===== src/rtl/ntt_pkg.sv =====
// Shared state encoding and width helpers for the NTT stage controller.
// DEFAULT_RING_SIZE is the ring size used when a module does not override it.
package ntt_pkg;

    localparam int DEFAULT_RING_SIZE = 256;

    typedef enum logic [2:0] {
        S_IDLE,
        S_LOAD,
        S_RUN_A,
        S_RUN_B,
        S_DRAIN,
        S_SCALE,
        S_DONE
    } ctrl_state_t;

    function automatic int f_log_n(input int ring_size);
        return $clog2(ring_size);
    endfunction

    function automatic int f_aw(input int ring_size);
        return f_log_n(ring_size);
    endfunction

    // One spare bit so the group counter cannot wrap even when G == 1.
    function automatic int f_gw(input int ring_size, input int lanes);
        return $clog2(ring_size / (2 * lanes)) + 1;
    endfunction

    function automatic int f_sw(input int ring_size);
        return $clog2(f_log_n(ring_size) + 1);
    endfunction

endpackage


===== src/rtl/ntt_addr_gen.sv =====
// Lane-0 butterfly operand and twiddle addresses for one group of one stage.
// Purely combinational so it can be exercised on its own.
module ntt_addr_gen
    import ntt_pkg::*;
#(
    parameter int RING_SIZE = DEFAULT_RING_SIZE,
    localparam int LOG_N = f_log_n(RING_SIZE),
    localparam int AW = f_aw(RING_SIZE),
    localparam int SW = f_sw(RING_SIZE)
) (
    input  logic [AW-1:0] i_b,
    input  logic [SW-1:0] i_stage,
    input  logic          i_inv,
    output logic [AW-1:0] o_addr_top,
    output logic [AW-1:0] o_addr_bot,
    output logic [AW-1:0] o_tw_addr
);

    logic [AW-1:0] w_half;
    logic [AW-1:0] w_low;
    logic [AW-1:0] w_top;
    logic [AW-1:0] w_tw;
    logic [SW-1:0] w_tw_shift;

    // Inverse twiddle is (N - tw) mod N, which is plain negation in AW bits.
    always_comb begin
        w_half     = AW'(1) << i_stage;
        w_low      = i_b & (w_half - AW'(1));
        w_top      = ((i_b >> i_stage) << (i_stage + SW'(1))) | w_low;
        w_tw_shift = SW'(LOG_N - 1) - i_stage;
        w_tw       = w_low << w_tw_shift;
        o_addr_top = w_top;
        o_addr_bot = w_top + w_half;
        o_tw_addr  = i_inv ? (AW'(0) - w_tw) : w_tw;
    end

endmodule


===== src/rtl/ntt_stage_controller.sv =====
// Sequencer for the in-place radix-2 NTT: load, per-stage butterfly groups with
// pipeline drain, optional inverse scaling pass, and a start/busy/done handshake.
module ntt_stage_controller
    import ntt_pkg::*;
#(
    parameter int RING_SIZE = DEFAULT_RING_SIZE,
    parameter int LANES = 1,
    parameter int PIPE_DELAY = 11,
    localparam int LOG_N = f_log_n(RING_SIZE),
    localparam int AW = f_aw(RING_SIZE),
    localparam int GW = f_gw(RING_SIZE, LANES),
    localparam int SW = f_sw(RING_SIZE)
) (
    input  logic          clk,
    input  logic          reset,
    input  logic          start,
    input  logic          inv,
    input  logic          hold,
    output logic          busy,
    output logic          done,
    output logic          inv_mode,
    output logic          sel_a,
    output logic          sel_b,
    output logic          sel_ram,
    output logic          scale_en,
    output logic [SW-1:0] stage,
    output logic [AW-1:0] addr_top,
    output logic [AW-1:0] addr_bot,
    output logic [AW-1:0] tw_addr,
    output logic [AW-1:0] load_addr
);

    localparam int CYCLES  = RING_SIZE / LANES;
    localparam int GROUPS  = RING_SIZE / (2 * LANES);
    localparam int CW      = $clog2(CYCLES) + 1;
    localparam int DW      = $clog2(PIPE_DELAY + 1);
    localparam int LANE_SH = $clog2(LANES);

    localparam logic [CW-1:0] CNT_LAST = CW'(CYCLES - 1);
    localparam logic [GW-1:0] GRP_LAST = GW'(GROUPS - 1);
    localparam logic [DW-1:0] DRN_LAST = DW'(PIPE_DELAY - 1);
    localparam logic [SW-1:0] STG_LAST = SW'(LOG_N - 1);

    ctrl_state_t   r_state, w_state_next;
    logic [CW-1:0] r_cnt, w_cnt_next;
    logic [GW-1:0] r_group, w_group_next;
    logic [DW-1:0] r_drain, w_drain_next;
    logic [SW-1:0] r_stage, w_stage_next;
    logic          r_inv, w_inv_next;
    logic          w_run;
    logic [AW-1:0] w_b;
    logic [AW-1:0] w_top;
    logic [AW-1:0] w_bot;
    logic [AW-1:0] w_tw;

    assign w_b = AW'(r_group) << LANE_SH;

    ntt_addr_gen #(
        .RING_SIZE(RING_SIZE)
    ) u_addr_gen (
        .i_b       (w_b),
        .i_stage   (r_stage),
        .i_inv     (r_inv),
        .o_addr_top(w_top),
        .o_addr_bot(w_bot),
        .o_tw_addr (w_tw)
    );

    always_ff @(posedge clk) begin
        if (!reset) begin
            r_state <= S_IDLE;
            r_cnt   <= '0;
            r_group <= '0;
            r_drain <= '0;
            r_stage <= '0;
            r_inv   <= 1'b0;
        end else begin
            r_state <= w_state_next;
            r_cnt   <= w_cnt_next;
            r_group <= w_group_next;
            r_drain <= w_drain_next;
            r_stage <= w_stage_next;
            r_inv   <= w_inv_next;
        end
    end

    // hold freezes everything except in IDLE, where only start matters.
    always_comb begin
        w_state_next = r_state;
        w_cnt_next   = r_cnt;
        w_group_next = r_group;
        w_drain_next = r_drain;
        w_stage_next = r_stage;
        w_inv_next   = r_inv;

        if (!(hold && (r_state != S_IDLE))) begin
            unique case (r_state)
                S_IDLE: begin
                    if (start) begin
                        w_state_next = S_LOAD;
                        w_inv_next   = inv;
                        w_cnt_next   = '0;
                        w_group_next = '0;
                        w_drain_next = '0;
                        w_stage_next = '0;
                    end
                end
                S_LOAD: begin
                    if (r_cnt == CNT_LAST) begin
                        w_state_next = S_RUN_A;
                        w_cnt_next   = '0;
                    end else begin
                        w_cnt_next = r_cnt + CW'(1);
                    end
                end
                S_RUN_A: w_state_next = S_RUN_B;
                S_RUN_B: begin
                    if (r_group == GRP_LAST) begin
                        w_state_next = S_DRAIN;
                        w_group_next = '0;
                    end else begin
                        w_state_next = S_RUN_A;
                        w_group_next = r_group + GW'(1);
                    end
                end
                S_DRAIN: begin
                    if (r_drain == DRN_LAST) begin
                        w_drain_next = '0;
                        if (r_stage == STG_LAST) begin
                            w_state_next = r_inv ? S_SCALE : S_DONE;
                        end else begin
                            w_state_next = S_RUN_A;
                            w_stage_next = r_stage + SW'(1);
                        end
                    end else begin
                        w_drain_next = r_drain + DW'(1);
                    end
                end
                S_SCALE: begin
                    if (r_cnt == CNT_LAST) begin
                        w_state_next = S_DONE;
                        w_cnt_next   = '0;
                    end else begin
                        w_cnt_next = r_cnt + CW'(1);
                    end
                end
                S_DONE:  w_state_next = S_IDLE;
                default: w_state_next = S_IDLE;
            endcase
        end
    end

    // Addresses are only meaningful while butterflies are issued; zero elsewhere.
    always_comb begin
        w_run     = (r_state == S_RUN_A) || (r_state == S_RUN_B);
        busy      = (r_state != S_IDLE) && (r_state != S_DONE);
        done      = (r_state == S_DONE);
        inv_mode  = r_inv;
        sel_a     = (r_state != S_RUN_B);
        sel_b     = (r_state != S_RUN_A);
        sel_ram   = (r_state == S_IDLE) || (r_state == S_LOAD) || (r_state == S_DONE);
        scale_en  = (r_state == S_SCALE);
        stage     = r_stage;
        addr_top  = w_run ? w_top : '0;
        addr_bot  = w_run ? w_bot : '0;
        tw_addr   = w_run ? w_tw : '0;
        load_addr = ((r_state == S_LOAD) || (r_state == S_SCALE)) ? (AW'(r_cnt) << LANE_SH) : '0;
    end

endmodule


===== config.mk =====
export PLATFORM = sky130hd
export DESIGN_NAME = ntt_stage_controller
export DESIGN_NICKNAME = d
export VERILOG_FILES = /design/src/rtl/ntt_pkg.sv /design/src/rtl/ntt_addr_gen.sv /design/src/rtl/ntt_stage_controller.sv
export SDC_FILE = /design/constraint.sdc
export NUM_CORES = 1
export LEC_CHECK = 0
export CORE_ASPECT_RATIO = 0.9
export CORE_UTILIZATION = 42
export DETAILED_ROUTE_END_ITERATION = 7
export PLACE_DENSITY_LB_ADDON = 0.3
export SYNTH_ARGS = -nofsm -noshare
export SYNTH_HDL_FRONTEND = slang
export SYNTH_SLANG_ARGS = --single-unit

===== constraint.sdc =====
create_clock -name clk -period 7.4 [get_ports clk]
set_clock_uncertainty 0.2 [all_clocks]
set_input_delay 1.48 -clock clk [delete_from_list [all_inputs] [get_ports clk]]
set_output_delay 1.48 -clock clk [all_outputs]
set_load 0.01 [all_outputs]

---- Word level (Yosys, flattened, before mapping) ----
Cells that the tools add are included.
cells by class
  add/subtract/negate cells ............... 8
  equal/unequal tests ..................... 18
  shift-type cells ........................ 4
  mux-type cells .......................... 25
  bitwise operators ....................... 3
  reduce and logical (&&, ||, !) cells .... 18
operators by type and width
  kind                                             number
  two-way mux 8 bit                                7
  two-way mux 3 bit                                6
  two-way mux 9 bit                                2
  one-hot mux 3 bit (6 select lines)               1
  one-hot mux 9 bit (2 select lines)               1
  two-way mux 4 bit                                4
  one-hot mux 4 bit (2 select lines)               2
  one-hot mux 8 bit (2 select lines)               1
  left shift 8 x 4 -> 8 bit                        2
  AND reduction 3 bit                              4
  AND reduction 5 bit                              2
  adder 9 x 1 -> 9 bit, second input constant      1
  == test 3 bit, second input constant             3
  == test 9 x 8 -> 1 bit, second input constant    1
  adder 4 x 1 -> 4 bit, second input constant      2
  adder 8 x 1 -> 8 bit, second input constant      1
  adder 8 bit                                      1
  bitwise AND 8 bit                                1
  == test 8 x 7 -> 1 bit, second input constant    1
  != test 2 bit, second input constant             4
  bitwise OR 8 bit                                 1
  left shift 1 x 4 -> 8 bit, first input constant  1
  right shift 8 x 4 -> 8 bit                       1
  subtractor 1 x 8 -> 8 bit, first input constant  1
  other kinds (17)                                 25
storage, ports and cells
  register bits after elaboration ......... 29
  input port bits ......................... 5
  output and inout bits ................... 43
  logic and storage cells ................. 82

---- Depth between registers and ports, before layout ----
  depth after elaboration ................. 7
  depth in mapped cells ................... 18

---- Hierarchy ----
From an unflattened synthesis, not the netlist that was laid out.
second synthesis, totals
  cells, all modules ...................... 465
  area, all modules ....................... 3,622.2 sq um
by module, submodules not included
  module                instances  cells each  area each (sq um)  sequential area each (sq um)
  ntt_stage_controller  1          230         1,868.0            580.6
  ntt_addr_gen          1          235         1,754.2            0.0

---- Worst setup path after synthesis ----
OpenSTA, ideal clock, no wires.
  kind .................................... reg-to-output
  from .................................... register r_stage[0], in the netlist stage[0]
  to ...................................... output port addr_bot[7]
  data arrival time ....................... 3.763 ns
  path slack .............................. 1.957 ns
  stages on the path, launching flop included .. 17
  buffers on the path ..................... 3
  cells stage by stage .................... dfxtp_1 > clkbuf_1 > inv_1 > buf_2 > ha_1 > or3b_4 > ha_1 > buf_2 > or4b_4 > a221oi_2 > nor2_1 > a221o_2 > ha_1 > o41ai_1 > xnor2_1 > xnor2_1 > nor2_1
on the way
  cells in the longest elaborated chain, start to end .. 6
  elaborated cells on any way between the ends .. 9
  classes of those cells .................. add/sub: 3; shift: 3; mux: 1; bitwise: 2
ends and longest elaborated chain
  what                       RTL line                     RTL
  from (decl)                ntt_stage_controller.sv:48   logic [SW-1:0] r_stage, w_stage_next;
  from (signal assigned)     ntt_stage_controller.sv:82   r_stage <= w_stage_next;
  left shift 1 x 4 -> 8 bit  ntt_addr_gen.sv:27           w_half = AW'(1) << i_stage;
  subtractor 8 x 1 -> 8 bit  ntt_addr_gen.sv:28           w_low = i_b & (w_half - AW'(1));
  bitwise AND 8 bit          ntt_addr_gen.sv:28
  bitwise OR 8 bit           ntt_addr_gen.sv:29           w_top = ((i_b >> i_stage) << (i_stage + SW'(1))) | w_low;
  adder 8 bit *              ntt_addr_gen.sv:33           o_addr_bot = w_top + w_half;
  two-way mux 8 bit *        ntt_stage_controller.sv:165  addr_bot = w_run ? w_bot : '0;
  to (decl)                  ntt_stage_controller.sv:28   output logic [AW-1:0] addr_bot,
Every way passes the cells marked *; elsewhere a longest branch is shown, timed or not.

---- Final worst setup path ----
Same ends and word-level chain as after synthesis.

==> qor.yml <==
outcome: "finished, final reports clean"
grt_pass1_wl_mm: 14.84
dp_hpwl_mm: 6.808
first_pass_iters: 5
setup_tns_ns: 0
path_max_fanout: 12
yosysTopAreaCellShare: 0.1726
slew_headroom: 0.3467
cts_tree: "yes"
start_util: 0.4394
synth_enable_flop_cells: 0
gp_congestion: 0.9325
ys_types: 68
htreeDepth: 2
place_area_um2: 3795
io_pins: 48
slew_violations: 0
ys_seq_area_frac: 0.1726
synth_area_leaders: "dfxtp_1 17%, nor2_1 7.3%, ha_1 7.1%, nand2_1 4.6%, xor2_1 4.4%"
hold_path_class: "flip-flop to flip-flop"
worstPathArrival_ns: 4.91
met1_usage: 0.3432
synth_warnings: 0
synth_fp_nets: 496
clock_latency_ns: 0.29
cts_hold_repair.buffers: 0
grt_max_degree: 38
whs_ns: 0.2296
postSynthAreaPerCell_um2: 7.143
p_clk_frac: 0.324
postSynthCellCount: 471
grt_util_met3: 0.03141
swShare: 0.3613
synthFlopType: "dfxtp_1"
worst-setup-path-type: "flip-flop to output pin"
clk_pin_slew_ns: 0.07
syn_to_final_growth_pct: 16.25
drtIter0Drc: 313
cp.required_ns: 5.72
drc_errors: 0
critPathLaunchType: "flip-flop"
synth.largest_area_cell: "dfxtp_1"
clock-sinks: 29
final_antenna_net_count: 0
setup_viol: 0
vias: 3438
cp_slowest_cell: "clkdlybuf4s50_1"
cts_setup_buffers: 0
drive_gt1_frac: 0.06275
peakVddDrop_uv: 110.7
synth_most_common_cell: "nor2_1"
viasPerCell: 5.827
p_leak_uw: 0.001492
die_area_um2: 8373
rows: 30
slowest_delay_ns: 0.55
tightest_slew_ns: 0.9786
pwr-share-seq: 0.351
grt_antenna_before_repair: 0
final-hold-violation-count: 0
crit_path_end_kind: "output pin"
n_antenna_cell: 0
max_freq_ghz: 0.1517
root_buffer: "clkbuf_8"
wl_per_cell_um: 15.63
p_comb_frac: 0.325
core_um2: 7657
die-width_um: 96.35
cts_buffer_depth: 2
p_int_uw: 345.2
synth_common_cells: "65 x nor2_1, 41 x nand2_1, 29 x dfxtp_1, 24 x o21ai_0, 22 x a21oi_1"
async_reset_ff_frac: 0
powerDensity_nw_per_um2: 138.2
grt_pass1_vias: 2941
ys_ff_latch: 29
use_met2: 0.3346
portBuffers: 47
netlist_area_um2: 3364
drt-total-wl_mm: 9.223
die_h_um: 86.91
crit_chain: "inv_1 > ha_1 > or3b_4 > ha_1 > nor2b_1 > nor2_1 > inv_1 > ha_1 > a21o_1 > a21oi_1 > o21ai_0 > o41ai_1 > xnor2_1 > xnor2_1 > nor2_1 > clkdlybuf4s50_1"
drv_cap: 0
top_usage_layer: "met1"
groute.usage.overall: 0.2242
fin_crit_sh: 0.8909
rsz0062_at_grt: "no"
overflow: 0
r2r_setup_slack_ns: 4.55
power.switching_uw: 195.3
crit_top_cell: "ha_1"
nets: 518
numCtsBuffers: 5
finalInstanceArea_um2: 3911
post_cts_resized: 0
min_period_ns: 6.593
==> metrics by stage <==
step	worst slack (ns)	instances	total power [uW]	util
floorplan	1.957	471	314.5	-
global placement	1.319	582	363.4	0.4956
detailed placement	1.189	582	367.2	0.4956
CTS	0.8587	590	541.4	0.5108
global route	0.4595	590	570.6	0.5108
finish	0.8072	590	540.5	0.5108
==> final cells by class <==
| type | count | area (um2) |
|---|---|---|
| fillers | 822 | 3746 |
| multi-input cells | 388 | 2534 |
| flip-flops and latches | 29 | 580.6 |
| repair buffers | 49 | 485.5 |
| well taps | 96 | 120.1 |
| clock buffers | 7 | 86.33 |
| inverters | 20 | 75.07 |
| clock inverters | 1 | 30.03 |
==> cell families (layout without fill, tap and decap cells) <==
kind of cell	count (synthesis)	in the layout	synth area share
buffers and inverters	54	77	0.07437
muxes	24	24	0.07847
DFF	29	29	0.1726
adders and majority gates	20	20	0.07661
and+or+nand+nor	216	216	0.3217
AOI/OAI and AO/OA	100	100	0.2034
xor gates and xnor gates	28	28	0.07289
==> layout by cell type, fill, tap and decap left out, types with 5 or more instances in the layout <==
cell type,synthesis,routed
and3_1,7,7
nand2b_1,10,10
nor3_1,13,13
a21o_1,6,6
xor2_1,17,17
a211oi_1,5,5
o21ai_0,24,24
clkbuf_8,0,6
clkdlybuf4s50_1,0,47
nor2b_1,11,11
mux2i_1,14,14
nand2_1,41,41
mux2_2,8,8
nand3_1,14,14
a21oi_1,22,22
xnor2_1,11,11
dfxtp_1,29,29
nand4_1,8,8
nor2_1,65,65
and2_1,21,21
or3_1,9,9
inv_1,18,18
ha_1,19,19
==> power by group through the flow <==
stage | clock [uW] | combinational, uW | sequential, uW
floorplan | 0 | 136 | 178
global placement | 0 | 172 | 192
detailed placement | 0 | 175 | 193
global route | 182 | 196 | 193
CTS | 176 | 176 | 189
finish | 175 | 176 | 189
==> per-layer routing <==
metal | part of all wire | wire length [um]
met2 | 0.43 | 3950
met3 | 0.061 | 564
met1 | 0.50 | 4618
met4 | 0.0096 | 89
met5 | 0 | 0
==> state kept, by name, indices dropped and copies added, names as in the netlist <==
name	cells
r_drain	4
r_group	8
stage	4
r_cnt	9
r_state	3
inv_mode	1
==> critical path, delay by kind of cell, from the launching register on <==
kind,cells,cell delay (ns)
buf+inv,3,0.96
flops,1,0.31
compound gates,4,0.91
fa+ha+maj,3,0.99
xor+xnor,2,0.27
simple gates,4,1.17
==> worst paths after layout <==
| kind | depth (start not counted) | start | endpoint |
|---|---|---|---|
| setup / recovery | 16 | stage[0] | addr_bot[7] |
| hold / removal | 2 | r_cnt[8] | r_cnt[8] |
| setup reg to reg | 6 | stage[2] | r_state[0] |
| hold reg to reg | 2 | r_cnt[8] | r_cnt[8] |
Power figures use the tool's default switching activity.
